==> src/rtl/cmd_rx_parser_pkg.sv <==
// Shared constants, response payload type and FSM encoding for the command parser.
package cmd_rx_parser_pkg;

    localparam logic [7:0] SOF_BYTE      = 8'hA5;
    localparam logic [7:0] ACK_BYTE      = 8'h5A;
    localparam logic [7:0] NAK_BYTE      = 8'hEE;

    localparam logic [7:0] CMD_SET_KEY   = 8'h01;
    localparam logic [7:0] CMD_SET_PT    = 8'h02;
    localparam logic [7:0] CMD_SET_DELAY = 8'h03;
    localparam logic [7:0] CMD_RUN       = 8'h04;

    localparam logic [7:0] ERR_CSUM      = 8'h01;
    localparam logic [7:0] ERR_BUSY      = 8'h02;
    localparam logic [7:0] ERR_FORMAT    = 8'h03;

    localparam int unsigned MAX_PAY_BYTES = 8;
    localparam int unsigned BUF_W         = 8 * MAX_PAY_BYTES;
    localparam logic [7:0]  DELAY_RST     = 8'd15;

    // Two-byte response: header (ACK/NAK) followed by command echo or error code
    typedef struct packed {
        logic [7:0] code;
        logic [7:0] arg;
    } resp_t;

    typedef enum logic [3:0] {
        S_IDLE,
        S_GET_CMD,
        S_GET_LEN,
        S_GET_PAY,
        S_GET_CSUM,
        S_EXEC,
        S_RESP0,
        S_WAIT0,
        S_RESP1,
        S_WAIT1
    } state_e;

    function automatic logic [7:0] sat_inc8(input logic [7:0] v);
        return (v == 8'hFF) ? v : v + 8'd1;
    endfunction

endpackage

==> src/rtl/cmd_rx_parser_byte_timeout.sv <==
// Inter-byte silence counter: cleared by each received byte, flags expiry while enabled.
module cmd_rx_parser_byte_timeout #(
    parameter int unsigned TIMEOUT_CYCLES = 100000
) (
    input  logic clk,
    input  logic rst_n,
    input  logic clr_i,
    input  logic en_i,
    output logic expired_c_o
);
    localparam int unsigned CW   = (TIMEOUT_CYCLES > 2) ? $clog2(TIMEOUT_CYCLES) : 1;
    localparam logic [CW-1:0] LAST = CW'(TIMEOUT_CYCLES - 1);

    logic [CW-1:0] cnt_q, cnt_d;

    // Count idle cycles, holding at the expiry value
    always_comb begin
        cnt_d = cnt_q;
        if (clr_i || !en_i) begin
            cnt_d = '0;
        end else if (cnt_q != LAST) begin
            cnt_d = cnt_q + CW'(1);
        end
    end

    // Counter register
    always_ff @(posedge clk or negedge rst_n) begin
        if (!rst_n) begin
            cnt_q <= '0;
        end else begin
            cnt_q <= cnt_d;
        end
    end

    assign expired_c_o = en_i && (cnt_q == LAST);

endmodule

==> src/rtl/cmd_rx_parser.sv <==
// UART command frame parser: collects SOF/CMD/LEN/payload/CSUM, commits registers, answers ACK/NAK.
module cmd_rx_parser
    import cmd_rx_parser_pkg::*;
#(
    parameter int unsigned N              = 16,
    parameter int unsigned M              = 4,
    parameter int unsigned TIMEOUT_CYCLES = 100000
) (
    input  logic             clk,
    input  logic             c10_resetn,
    input  logic             rx_dv,
    input  logic [7:0]       rx_byte,
    input  logic             run_busy,
    input  logic             tx_done,
    output logic             tx_dv,
    output logic [7:0]       tx_byte,
    output logic [N*M-1:0]   key_o,
    output logic [2*N-1:0]   pt_o,
    output logic [7:0]       delay_o,
    output logic             start_o,
    output logic [7:0]       err_cnt_o
);
    localparam int unsigned KEY_SIZE   = N * M;
    localparam int unsigned BLOCK_SIZE = 2 * N;
    localparam logic [7:0]  KEY_LEN    = 8'(KEY_SIZE / 8);
    localparam logic [7:0]  PT_LEN     = 8'(BLOCK_SIZE / 8);

    state_e                  state_q, state_d;
    logic [7:0]              cmd_q, cmd_d;
    logic [7:0]              len_q, len_d;
    logic [7:0]              csum_q, csum_d;
    logic [3:0]              pcnt_q, pcnt_d;
    logic [BUF_W-1:0]        buf_q, buf_d;
    resp_t                   resp_q, resp_d;
    logic [KEY_SIZE-1:0]     key_q, key_d;
    logic [BLOCK_SIZE-1:0]   pt_q, pt_d;
    logic [7:0]              delay_q, delay_d;
    logic                    start_q, start_d;
    logic                    tx_dv_q, tx_dv_d;
    logic [7:0]              tx_byte_q, tx_byte_d;
    logic [7:0]              err_cnt_q, err_cnt_d;

    logic                    in_get_c;
    logic                    expired_c;
    logic                    fmt_ok_c;
    logic [3:0]              pcnt_inc_c;

    assign in_get_c   = state_q inside {S_GET_CMD, S_GET_LEN, S_GET_PAY, S_GET_CSUM};
    assign pcnt_inc_c = pcnt_q + 4'd1;

    cmd_rx_parser_byte_timeout #(
        .TIMEOUT_CYCLES(TIMEOUT_CYCLES)
    ) u_timeout (
        .clk        (clk),
        .rst_n      (c10_resetn),
        .clr_i      (rx_dv),
        .en_i       (in_get_c),
        .expired_c_o(expired_c)
    );

    // Known command with the length it requires
    always_comb begin
        case (cmd_q)
            CMD_SET_KEY:   fmt_ok_c = (len_q == KEY_LEN);
            CMD_SET_PT:    fmt_ok_c = (len_q == PT_LEN);
            CMD_SET_DELAY: fmt_ok_c = (len_q == 8'd1);
            CMD_RUN:       fmt_ok_c = (len_q == 8'd0);
            default:       fmt_ok_c = 1'b0;
        endcase
    end

    // Next-state and output logic; the verdict is taken with the CSUM byte so that
    // register commits and start_o are visible during the EXEC cycle
    always_comb begin
        state_d   = state_q;
        cmd_d     = cmd_q;
        len_d     = len_q;
        csum_d    = csum_q;
        pcnt_d    = pcnt_q;
        buf_d     = buf_q;
        resp_d    = resp_q;
        key_d     = key_q;
        pt_d      = pt_q;
        delay_d   = delay_q;
        start_d   = 1'b0;
        tx_dv_d   = 1'b0;
        tx_byte_d = tx_byte_q;
        err_cnt_d = err_cnt_q;

        unique case (state_q)
            S_IDLE: begin
                if (rx_dv && rx_byte == SOF_BYTE) begin
                    state_d = S_GET_CMD;
                    csum_d  = '0;
                    pcnt_d  = '0;
                    buf_d   = '0;
                end
            end
            S_GET_CMD: begin
                if (rx_dv) begin
                    cmd_d   = rx_byte;
                    csum_d  = rx_byte;
                    state_d = S_GET_LEN;
                end
            end
            S_GET_LEN: begin
                if (rx_dv) begin
                    len_d  = rx_byte;
                    csum_d = csum_q ^ rx_byte;
                    if (rx_byte > 8'(MAX_PAY_BYTES)) begin
                        resp_d    = '{code: NAK_BYTE, arg: ERR_FORMAT};
                        err_cnt_d = sat_inc8(err_cnt_q);
                        tx_dv_d   = 1'b1;
                        tx_byte_d = NAK_BYTE;
                        state_d   = S_RESP0;
                    end else if (rx_byte == 8'd0) begin
                        state_d = S_GET_CSUM;
                    end else begin
                        state_d = S_GET_PAY;
                    end
                end
            end
            S_GET_PAY: begin
                if (rx_dv) begin
                    buf_d  = {buf_q[BUF_W-9:0], rx_byte};
                    csum_d = csum_q ^ rx_byte;
                    pcnt_d = pcnt_inc_c;
                    if ({4'd0, pcnt_inc_c} == len_q) begin
                        state_d = S_GET_CSUM;
                    end
                end
            end
            S_GET_CSUM: begin
                if (rx_dv) begin
                    state_d = S_EXEC;
                    if (csum_q != rx_byte) begin
                        resp_d    = '{code: NAK_BYTE, arg: ERR_CSUM};
                        err_cnt_d = sat_inc8(err_cnt_q);
                    end else if (!fmt_ok_c) begin
                        resp_d    = '{code: NAK_BYTE, arg: ERR_FORMAT};
                        err_cnt_d = sat_inc8(err_cnt_q);
                    end else if (cmd_q == CMD_RUN && run_busy) begin
                        resp_d    = '{code: NAK_BYTE, arg: ERR_BUSY};
                        err_cnt_d = sat_inc8(err_cnt_q);
                    end else begin
                        resp_d = '{code: ACK_BYTE, arg: cmd_q};
                        case (cmd_q)
                            CMD_SET_KEY:   key_d   = KEY_SIZE'(buf_q);
                            CMD_SET_PT:    pt_d    = BLOCK_SIZE'(buf_q);
                            CMD_SET_DELAY: delay_d = buf_q[7:0];
                            default:       start_d = 1'b1;
                        endcase
                    end
                end
            end
            S_EXEC: begin
                tx_dv_d   = 1'b1;
                tx_byte_d = resp_q.code;
                state_d   = S_RESP0;
            end
            S_RESP0: begin
                state_d = S_WAIT0;
            end
            S_WAIT0: begin
                if (tx_done) begin
                    tx_dv_d   = 1'b1;
                    tx_byte_d = resp_q.arg;
                    state_d   = S_RESP1;
                end
            end
            S_RESP1: begin
                state_d = S_WAIT1;
            end
            S_WAIT1: begin
                if (tx_done) begin
                    state_d = S_IDLE;
                end
            end
            default: begin
                state_d = S_IDLE;
            end
        endcase

        // Silence inside a frame drops it without a response; a byte in the same cycle wins
        if (expired_c && !rx_dv) begin
            state_d   = S_IDLE;
            err_cnt_d = sat_inc8(err_cnt_q);
        end
    end

    // State and datapath registers
    always_ff @(posedge clk or negedge c10_resetn) begin
        if (!c10_resetn) begin
            state_q   <= S_IDLE;
            cmd_q     <= '0;
            len_q     <= '0;
            csum_q    <= '0;
            pcnt_q    <= '0;
            buf_q     <= '0;
            resp_q    <= '0;
            key_q     <= '0;
            pt_q      <= '0;
            delay_q   <= DELAY_RST;
            start_q   <= 1'b0;
            tx_dv_q   <= 1'b0;
            tx_byte_q <= '0;
            err_cnt_q <= '0;
        end else begin
            state_q   <= state_d;
            cmd_q     <= cmd_d;
            len_q     <= len_d;
            csum_q    <= csum_d;
            pcnt_q    <= pcnt_d;
            buf_q     <= buf_d;
            resp_q    <= resp_d;
            key_q     <= key_d;
            pt_q      <= pt_d;
            delay_q   <= delay_d;
            start_q   <= start_d;
            tx_dv_q   <= tx_dv_d;
            tx_byte_q <= tx_byte_d;
            err_cnt_q <= err_cnt_d;
        end
    end

    assign tx_dv     = tx_dv_q;
    assign tx_byte   = tx_byte_q;
    assign key_o     = key_q;
    assign pt_o      = pt_q;
    assign delay_o   = delay_q;
    assign start_o   = start_q;
    assign err_cnt_o = err_cnt_q;

endmodule

==> config.mk <==
export PLATFORM = sky130hd
export DESIGN_NAME = cmd_rx_parser
export DESIGN_NICKNAME = d
export VERILOG_FILES = /design/src/rtl/cmd_rx_parser_pkg.sv /design/src/rtl/cmd_rx_parser_byte_timeout.sv /design/src/rtl/cmd_rx_parser.sv
export SDC_FILE = /design/constraint.sdc
export NUM_CORES = 1
export LEC_CHECK = 0
export CORE_UTILIZATION = 30
export CTS_CLUSTER_SIZE = 24
export DETAILED_ROUTE_END_ITERATION = 6
export PLACE_DENSITY = 0.56
export SYNTH_ARGS = -nofsm -noshare
export SYNTH_HDL_FRONTEND = slang
export SYNTH_SLANG_ARGS = --single-unit
export TNS_END_PERCENT = 5
==> constraint.sdc <==
create_clock -name clk -period 4 [get_ports clk]
set_clock_uncertainty 0.05 [all_clocks]
set_input_delay 0.4 -clock clk [delete_from_list [all_inputs] [get_ports clk]]
set_output_delay 0.4 -clock clk [all_outputs]
set_load 0.01 [all_outputs]
# --- After elaboration in Yosys (flattened, before gate mapping) ---
# Index checks and enable logic that the tools add are counted.
word_totals:
  input_bits: 13
  reg_bits: 251
  wordCells: 148
  out_inout_bits: 122
classes:
  mux: 55
  add_sub_neg: 3
  reduce_logical: 30
  eq_ne: 40
  bitwise: 3
  order_cmp: 1
ops:
  columns: ["operator", "count"]
  rows:
  - ["$mux 64", 2]
  - ["$pmux 64 s2", 1]
  - ["$mux 8", 14]
  - ["$mux 16", 6]
  - ["$pmux 8 s3", 2]
  - ["$mux 4", 11]
  - ["$pmux 4 s10", 1]
  - ["$mux 17", 2]
  - ["$pmux 16 s2", 1]
  - ["$reduce_and 6->1", 3]
  - ["$add 17x1->17 const B", 1]
  - ["$eq 17x17->1 const B", 1]
  - ["$ne 17x17->1 const B", 1]
  - ["$eq 4x3->1 const B", 4]
  - ["$eq 8x1->1 const B", 2]
  - ["$eq 8x2->1 const B", 2]
  - ["$eq 8x3->1 const B", 2]
  - ["$eq 8x8->1 const B", 2]
  - ["$logic_not 8->1", 2]
  - ["$pmux 8 s2", 1]
  - ["$ne 2x2->1 const B", 6]
  - ["$ne 3x2->1 const B", 4]
  - ["$reduce_and 4->1", 3]
  - ["$mux 1", 9]
  - ["32 further kinds", 49]

# --- Depth between registers and ports, before layout ---
# Gate-level depths: netlist (run 1).
depth:
  depth_word: 8
  mapped_depth: 9

# --- By module ---
# A second synthesis (run 1) with hierarchy kept.
hier_totals:
  hier_cells: 815
  area_unflattened_um2: 10378.7
by_module_without_submodules:
  columns: ["mod", "seq_area_each_um2", "n_inst", "area_per_inst_um2", "cells_each"]
  rows:
  - ["cmd_rx_parser", 5735.5, 1, 9466.6, 719]
  - ["cmd_rx_parser_byte_timeout", 425.4, 1, 912.1, 96]

# --- Worst setup path before layout (run 1) ---
# Ideal clock, no wire load.
synth_path:
  kind: "register to register"
  from: "register len_q[5]"
  to: "register key_q[10], in the netlist key_o[10]"
  n_path_buf: 1
  setup_ps: 125
  arrival_ps: 2904
  required_ps: 3825
  slack_ps: 921
  path_stages_with_launch: 8
  path_cell_list: "dfrtp_1 or4_4 or2_1 or3_4 a211o_4 nor4_4 buf_6 mux2_4"
synth_between:
  elab_chain_cells: 3
  word_cells_on_any_way: 6
  cone_classes: "eq/ne (3); mux (1); reduce/logical (2)"
synth_lines:
  columns: ["item", "line", "text"]
  rows:
  - ["start: declaration", "cmd_rx_parser.sv:30", "logic [7:0] len_q, len_d;"]
  - ["start signal: assignment", "cmd_rx_parser.sv:211", "len_q <= len_d;"]
  - ["$eq 8x1->1 (tied with other cells)", "cmd_rx_parser.sv:66", "CMD_SET_DELAY: fmt_ok_c = (len_q == 8'd1);"]
  - ["$pmux 1 s4 (*)", "cmd_rx_parser.sv:63", "case (cmd_q)"]
  - ["$reduce_and 6->1 (no source line) (*)", null, null]
  - ["end signal: assignment", "cmd_rx_parser.sv:216", "key_q <= key_d;"]
  - ["end: declaration", "cmd_rx_parser.sv:35", "logic [KEY_SIZE-1:0] key_q, key_d;"]
# Every way passes the cells marked *; elsewhere a longest branch is shown, timed or not.
# A chain may end at the register's enable or synchronous reset.

# --- Worst setup path in the final report (run 1) ---
layout_path:
  from: "register len_q[5]"
  to: "register key_q[2], in the netlist key_o[2]"
# Same word-level chain as after synthesis.

==> results of run 1 <==
==> cells in the final DEF, fill, tap and decap left out, types with 6 or more instances in the layout <==
master | Yosys | layout
clkbuf_8 | 0 | 7
dfrtp_1 | 242 | 242
clkbuf_1 | 34 | 9
and3_1 | 11 | 10
a31oi_1 | 9 | 9
nor4b_1 | 6 | 6
mux2_4 | 60 | 60
buf_4 | 0 | 14
xor2_1 | 29 | 29
nor2_1 | 53 | 53
a22o_1 | 66 | 66
nor3_1 | 8 | 8
nand4_1 | 11 | 11
inv_1 | 9 | 9
nand2_1 | 26 | 26
o21ai_0 | 34 | 34
a21oi_1 | 10 | 10
mux2_2 | 63 | 63
clkbuf_16 | 0 | 28
clkdlybuf4s50_1 | 0 | 133
nand3_1 | 11 | 11
nor4_1 | 9 | 9
==> worst min path at each step <==
stage / startpoint / endpoint / depth (start not counted)
after detailed placement: err_cnt_o[7] / err_cnt_o[7] / 1
after global placement: resp_q[14] / resp_q[14] / 1
after global routing: len_q[5] / len_q[5] / 1
after floorplan: c10_resetn / buf_q[0] / 0
after CTS: err_cnt_o[7] / err_cnt_o[7] / 1
final: err_cnt_o[7] / err_cnt_o[7] / 1
==> timing repair <==
item	CTS	global route
endpoints found under the hold margin	92	0
endpoints found under the setup margin	0	0
hold buffers	1	0
setup buffers	0	0
==> power groups by stage <==
stage | logic, W | registers (W) | clock network [W]
after floorplan | 0.000978 | 0.00298 | 0
after global placement | 0.00140 | 0.00310 | 0
after detailed placement | 0.00141 | 0.00310 | 0
after CTS | 0.00142 | 0.00306 | 0.00270
after global routing | 0.00157 | 0.00310 | 0.00282
final | 0.00140 | 0.00306 | 0.00263
==> area by class of cell <==
type                       count  area (um2)  share of cell area
sequential                   246        6160               0.462
clock buffer                  44         831              0.0623
tap                          448         561              0.0421
clock inverter                 7         135              0.0101
inverter                       9        33.8             0.00253
multi-input combinational    483        4050               0.304
timing repair buffer         154        1560               0.117
==> cells by family (layout without fill, tap and decap cells) <==
logic type,count (synthesis),count (layout),share of synthesized area
mux,127,127,0.158
xor+xnor,35,35,0.0306
simple gates,175,175,0.0921
flops,246,246,0.589
buf+inv,57,214,0.0253
fa+ha+maj,3,3,0.00359
compound gates,143,143,0.101
==> metrics by stage <==
step	setup WS [ns]	power [W]	hold WS (ns)	utilization
2_1_floorplan	0.921	0.00395	0.0544	-
3_3_place_gp	0.495	0.00449	0.401	0.365
3_5_place_dp	0.451	0.00452	0.431	0.365
4_1_cts	0.768	0.00718	0.439	0.394
5_1_grt	0.670	0.00750	0.464	0.394
6_report	0.747	0.00708	0.432	0.394
==> synthesized netlist by cell type (8+ instances only) <==
cell type    n
o21ai_0     34
a22o_1      66
inv_1        9
dfrtp_1    242
nor2_1      53
mux2_2      63
nor3_1       8
a21oi_1     10
and3_1      11
clkbuf_1    34
mux2_4      60
a31oi_1      9
nand2_1     26
nand4_1     11
nor4_1       9
xor2_1      29
nand3_1     11
==> sequential cells by signal, indices dropped and copies added, names as in the netlist <==
name             count
buf_q               64
csum_q               8
start_o              1
err_cnt_o            8
delay_o              8
key_o               64
pcnt_q               4
tx_dv                1
tx_byte              8
u_timeout.cnt_q     17
resp_q              11
pt_o                32
len_q                8
state_q              4
cmd_q                8
==> per-layer routing <==
layer | GRT usage | wire length [um] | share of wire | up-vias
met3 | 0.0209 | 1010 | 0.041 | 23
met5 | 0 | 0 | 0 | -
li1 | - | - | - | 3143
met2 | 0.208 | 11000 | 0.45 | 129
met4 | 0.0360 | 430 | 0.018 | 0
met1 | 0.207 | 11900 | 0.49 | 3415
==> flow_metrics.tcl, run 1 <==
set metrics [dict create \
    outcome "finished clean" \
    crit_path_end_kind "register" \
    drc 0 \
    gp_congestion 0.776 \
    setup-tns-final_ns 0 \
    synthArstFlopShare 1.00 \
    area_growth_syn_to_layout_pct 27.5 \
    dieArea_um2 35600 \
    fmaxAchievable_mhz 307 \
    synth_edf_count 0 \
    final_cell_area_um2 13300 \
    hp-class "register to register" \
    io_buffers 134 \
    ys_types 61 \
    avgSynthCellArea_um2 13.3 \
    synthesis.nets 802 \
    yosysTopAreaCellShare 0.579 \
    antenna_found_initial 0 \
    coreArea_um2 33900 \
    r2r_slack_ns 0.75 \
    diodes 0 \
    grt_pass1_vias 6792 \
    cts_tree "built" \
    postPlaceCellArea_um2 12400 \
    p_seq_frac 0.432 \
    power_frac_clock 0.371 \
    h-tree-depth 1 \
    grt_start_max_net_pins 119 \
    worstSetupPathType "register to register" \
    finalHoldViolations 0 \
    fillers 3266 \
    first_pass_iters 4 \
    die_w_um 189 \
    rows 67 \
    wl_per_cell_um 17.5 \
    required_ns 4.38 \
    ys.flop_type "dfrtp_1" \
    r2r-start "len_q[5]" \
    startpoint_type "register" \
    grt_use_total 0.139 \
    clock_sinks 246 \
    path_clk_slew_ns 0.06 \
    crit_start "len_q[5]" \
    synth_top_cell_by_area "dfrtp_1" \
    initial_core_util 0.309 \
    fin_nets 938 \
    synth.yosys.seq_area_share 0.589 \
    synthTopCellsByArea "dfrtp_1 58%, mux2_4 8.6%, mux2_2 6.8%" \
    grt_pass1_wl_mm 39.9 \
    io_pins 135 \
    netlist_area_um2 10500 \
    synth_seq_cells 246 \
    clkLatencyLatePin_ns 0.54 \
    reg2reg_depth 7 \
    critPathBufInv 1 \
    vias 6710 \
    slowest_delay_ns 0.55 \
    cts_buffers 28 \
    power_density_nw_per_um2 531 \
    overflow 0 \
    power.switching_w 0.00214 \
    intPower_w 0.00494 \
    die_height_um 189 \
    r2r-end "key_o[2]" \
    rsz0062_at_grt "no" \
    cts_resized 0 \
    dp_hpwl_mm 15.8 \
    max-slew-margin-rel 0.351 \
    cp_cell_sequence "or4_4 > or2_1 > or3_4 > a211o_4 > nor4_4 > buf_12 > mux2_2" \
    drtIter0Drc 340 \
    crit_family "simple AND/OR/NAND/NOR gates" \
    power_frac_comb 0.198 \
    worstMarginPinSlew_ns 0.967 \
    vias_per_cell 4.82 \
    cp.arrival_ns 3.63 \
    slowest_stage "or4_4" \
    p_leak_nw 5.97 \
    syn_inst 786 \
    cp-endpoint "key_o[2]" \
    clock_path_buffers 3 \
    cts_root_buffer "clkbuf_16" \
    drv_slew 0 \
    drive_gt1_frac 0.211 \
    ir_drop_v 0.000309 \
    cap_violations 0 \
    crit_cells 7 \
    fin_crit_ns 3.25 \
    switching_share 0.302 \
    period_share 0.813 \
    cp_max_fo 62 \
    placedCellCount 1339 \
    setup_viol 0 \
    synth_warnings 0 \
    wl_mm 24.4 \
    final_cells 1391 \
    ant_nets 0 \
]
No activity file was read; power rests on OpenSTA's default activity.
==> run 2, diff against run 1 <==
- clock period: 4 -> 3.33 ns (I/O delays scaled with it)
==> flow_metrics.tcl, run 2 (synthesized netlist as in run 1, its figures left out) <==
set metrics [dict create \
    final_common_cell "dfrtp_1" \
    vias 6774 \
    clkLatencyLatePin_ns 0.54 \
    worstSetupPathType "register to register" \
    dieArea_um2 35600 \
    finalHoldViolations 0 \
    io_buffers 134 \
    cts_tree "built" \
    setup_viol 0 \
    dp_hpwl_mm 16.9 \
    fin_crit_ns 3.12 \
    holdBufCountCts 1 \
    crit_path_end_kind "register" \
    worstMarginPinSlew_ns 0.736 \
    drv_slew 0 \
    hp-class "input port to async pin" \
    max-slew-margin-rel 0.497 \
    drtIter0Drc 303 \
    layout_setup_ws_ns 0.211 \
    fillers 3209 \
    r2r_slack_ns 0.21 \
    cts_buffers 29 \
    first_pass_iters 4 \
    final_cell_mix "242 x dfrtp_1, 133 x clkdlybuf4s50_1, 66 x a22o_1, 63 x mux2_2, 60 x mux2_4" \
    path_clk_slew_ns 0.06 \
    outcome "finished clean" \
    overflow 0 \
    ant_nets 0 \
    h-tree-depth 1 \
    ir_drop_v 0.000403 \
    startpoint_type "register" \
    vias_per_cell 4.78 \
    rows 67 \
    power_density_nw_per_um2 642 \
    fmaxAchievable_mhz 321 \
    clock_path_buffers 3 \
    gp_congestion 0.766 \
    cp_max_fo 17 \
    cts_resized 0 \
    setup-tns-final_ns 0 \
    p_leak_nw 6.09 \
    coreArea_um2 33900 \
    required_ns 3.70 \
    area.sequential_um2 6160 \
    grt_use_total 0.142 \
    drc 0 \
    cap_violations 0 \
    wl_mm 25.2 \
    clock_sinks 246 \
    cts_root_buffer "clkbuf_16" \
    area_growth_syn_to_layout_pct 29.4 \
    drive_gt1_frac 0.236 \
    wl_per_cell_um 17.8 \
    multiInputGateArea_um2 4050 \
    grt_pass1_wl_mm 40.5 \
    place_ws_ns 0.123 \
    grt_pass1_vias 6872 \
    die_height_um 189 \
    post_cts_buffers 0 \
    io_pins 135 \
    rsz0062_at_grt "no" \
    cp.arrival_ns 3.49 \
    antenna_found_initial 0 \
    fin_nets 963 \
    placedCellCount 1363 \
    grt_start_max_net_pins 89 \
    die_w_um 189 \
    initial_core_util 0.309 \
    final_cells 1416 \
    period_share 0.937 \
    diodes 0 \
]
[run 2: path summary, 6_finish.rpt]
| check | start | to | cells after the start |
|---|---|---|---|
| worst min register to register | resp_q[14] | resp_q[14] | 1 |
| worst max register to register | len_q[5] | key_o[3] | 8 |
| max in group asynchronous | c10_resetn | key_o[18] | 3 |
| worst max-delay path | len_q[5] | key_o[3] | 8 |
| worst min-delay path | c10_resetn | tx_byte[4] | 2 |
| min in group clk | resp_q[14] | resp_q[14] | 1 |
[run 2: report_power, final]
group          total (W)  internal, W  switching, W
Clock            0.00320      0.00194       0.00126
Combinational    0.00187     0.000804       0.00107
Sequential       0.00361      0.00328      0.000332
Total            0.00869      0.00603       0.00266
[run 2: layer usage]
metal	up-vias	share of wire	global-route usage
met3	37	0.036	0.0231
met5	-	0	0
li1	3206	-	-
met1	3409	0.49	0.205
met4	0	0.028	0.0444
met2	122	0.45	0.218
[run 2: layout make-up]
| class | instances | share of cell area |
|---|---|---|
| clock buffers | 39 | 0.0601 |
| clock inverters | 13 | 0.0117 |
| inverters | 9 | 0.00250 |
| multi-input cells | 483 | 0.299 |
| flip-flops and latches | 246 | 0.456 |
| well taps | 448 | 0.0414 |
| repair buffers | 178 | 0.130 |
[run 2: critical path, cell delays in order (launching register included)]
cell,delay [ns]
dfrtp_1,0.38
or4_4,0.55
or2_1,0.26
or3_4,0.40
a211o_4,0.38
nor4_4,0.25
buf_4,0.21
buf_12,0.18
mux2_2,0.35
[run 2: per-stage QoR]
stage                util  total power [W]  area [um2]  hold WS (ns)
finish              0.399          0.00869       13500         0.332
global route        0.399          0.00914       13500         0.384
CTS                 0.399          0.00880       13500         0.362
detailed placement  0.370          0.00556       12500         0.361
global placement    0.370          0.00552       12500         0.364
floorplan               -          0.00475       10500       -0.0126
==> run 3, diff against run 2 <==
- DONT_BUFFER_PORTS: unset -> 1
- PLACE_DENSITY: 0.56 -> 0.51
- TNS_END_PERCENT: 5 -> 20
==> flow_metrics.tcl, run 3 (synthesized netlist as in run 1, its figures left out) <==
set metrics [dict create \
    setup-tns-final_ns 0 \
    drc 0 \
    grt_use_total 0.139 \
    power_frac_clock 0.377 \
    cp_cell_sequence "or4_4 > or2_1 > or3_4 > a211o_4 > or4_1 > mux2_2" \
    coreArea_um2 33900 \
    period_share 0.951 \
    grt_pass1_wl_mm 39.5 \
    cap_violations 0 \
    overflow 0 \
    slowest_stage "or4_1" \
    initial_core_util 0.309 \
    ant_nets 0 \
    path_clk_slew_ns 0.06 \
    holdBufCountCts 9 \
    fin_crit_ns 3.17 \
    clock_path_buffers 3 \
    antenna_found_initial 0 \
    wl_per_cell_um 19.5 \
    drive_gt1_frac 0.247 \
    setup_viol 0 \
    cts_buffers 29 \
    dp_hpwl_mm 15.4 \
    dieArea_um2 35600 \
    clkLatencyLatePin_ns 0.54 \
    fmaxAchievable_mhz 316 \
    slowest_delay_ns 0.67 \
    io_pins 135 \
    switching_share 0.304 \
    grt_pass1_vias 6410 \
    first_pass_iters 5 \
    drv_slew 0 \
    rsz0062_at_grt "no" \
    fin_nets 815 \
    power_frac_comb 0.183 \
    p_leak_nw 5.53 \
    area_growth_syn_to_layout_pct 15.4 \
    grt_start_max_net_pins 247 \
    finalHoldViolations 246 \
    outcome "finished with violations" \
    cp.arrival_ns 3.53 \
    place_ws_ns 0.163 \
    crit_path_end_kind "register" \
    die_height_um 189 \
    cts_root_buffer "clkbuf_16" \
    gp_congestion 0.755 \
    power_density_nw_per_um2 690 \
    intPower_w 0.00580 \
    r2r_slack_ns 0.16 \
    power.switching_w 0.00253 \
    die_w_um 189 \
    layout_setup_ws_ns 0.162 \
    final_cell_area_um2 12100 \
    crit_family "simple AND/OR/NAND/NOR gates" \
    io_buffers 0 \
    postPlaceCellArea_um2 11000 \
    worstSetupPathType "register to register" \
    final_common_cell "dfrtp_1" \
    rows 67 \
    startpoint_type "register" \
    clock_sinks 246 \
    worstMarginPinSlew_ns 1.04 \
    diodes 0 \
    violations "hold timing" \
    critPathBufInv 0 \
    finalPower_w 0.00833 \
    h-tree-depth 1 \
    vias 6314 \
    max-slew-margin-rel 0.302 \
    post_cts_buffers 0 \
    p_seq_frac 0.440 \
    drtIter0Drc 380 \
    ir_drop_v 0.000327 \
    required_ns 3.70 \
    final_cell_mix "242 x dfrtp_1, 66 x a22o_1, 63 x mux2_2, 60 x mux2_4, 53 x nor2_1" \
    cts_resized 0 \
    wl_mm 24.8 \
    cts_tree "built" \
    vias_per_cell 4.97 \
    timing.hold.ws_ns -0.545 \
    cp_max_fo 8 \
    hp-class "input port to async pin" \
]
[run 3: worst reg2reg max path, delay by kind of cell (launching register included)]
kind	cells	cell delay, ns
simple gates	4	1.88
mux	1	0.37
flops	1	0.37
compound gates	1	0.38
[run 3: cell type report]
| type | instances | area [um2] |
|---|---|---|
| fillers | 3335 | 21800 |
| flip-flops and latches | 246 | 6160 |
| multi-input cells | 483 | 4050 |
| clock buffers | 44 | 842 |
| well taps | 448 | 561 |
| repair buffers | 30 | 310 |
| clock inverters | 10 | 110 |
| inverters | 9 | 33.8 |
[run 3: path summary, 6_finish.rpt]
| kind | from | endpoint | cells past startpoint |
|---|---|---|---|
| max | len_q[5] | delay_o[7] | 6 |
| min | c10_resetn | csum_q[3] | 0 |
| max reg2reg | len_q[5] | delay_o[7] | 6 |
| min in group clk | rx_dv | start_o | 3 |
| max in group asynchronous | c10_resetn | state_q[0] | 0 |
| min reg2reg | resp_q[14] | resp_q[14] | 1 |
[run 3: power by group through the flow]
stage / Combinational [W] / Sequential, W / Clock, W
2_1_floorplan: 0.00117 / 0.00357 / 0
3_3_place_gp: 0.00149 / 0.00372 / 0
3_5_place_dp: 0.00151 / 0.00372 / 0
4_1_cts: 0.00154 / 0.00367 / 0.00325
5_1_grt: 0.00170 / 0.00372 / 0.00335
6_report: 0.00153 / 0.00366 / 0.00314
[run 3: routing by layer]
layer,up-vias,GRT usage,share of wire
met5,-,0,0
met4,0,0.0335,0.019
met3,32,0.0322,0.057
met2,152,0.221,0.47
met1,3234,0.191,0.46
li1,2896,-,-
[run 3: through the flow]
stage	instances	util	hold slack, ns
2_1_floorplan	786	-	-0.0126
3_3_place_gp	1207	0.325	0.00743
3_5_place_dp	1207	0.325	0.00422
4_1_cts	1270	0.356	-0.572
5_1_grt	1270	0.356	-0.570
6_report	1270	0.356	-0.545
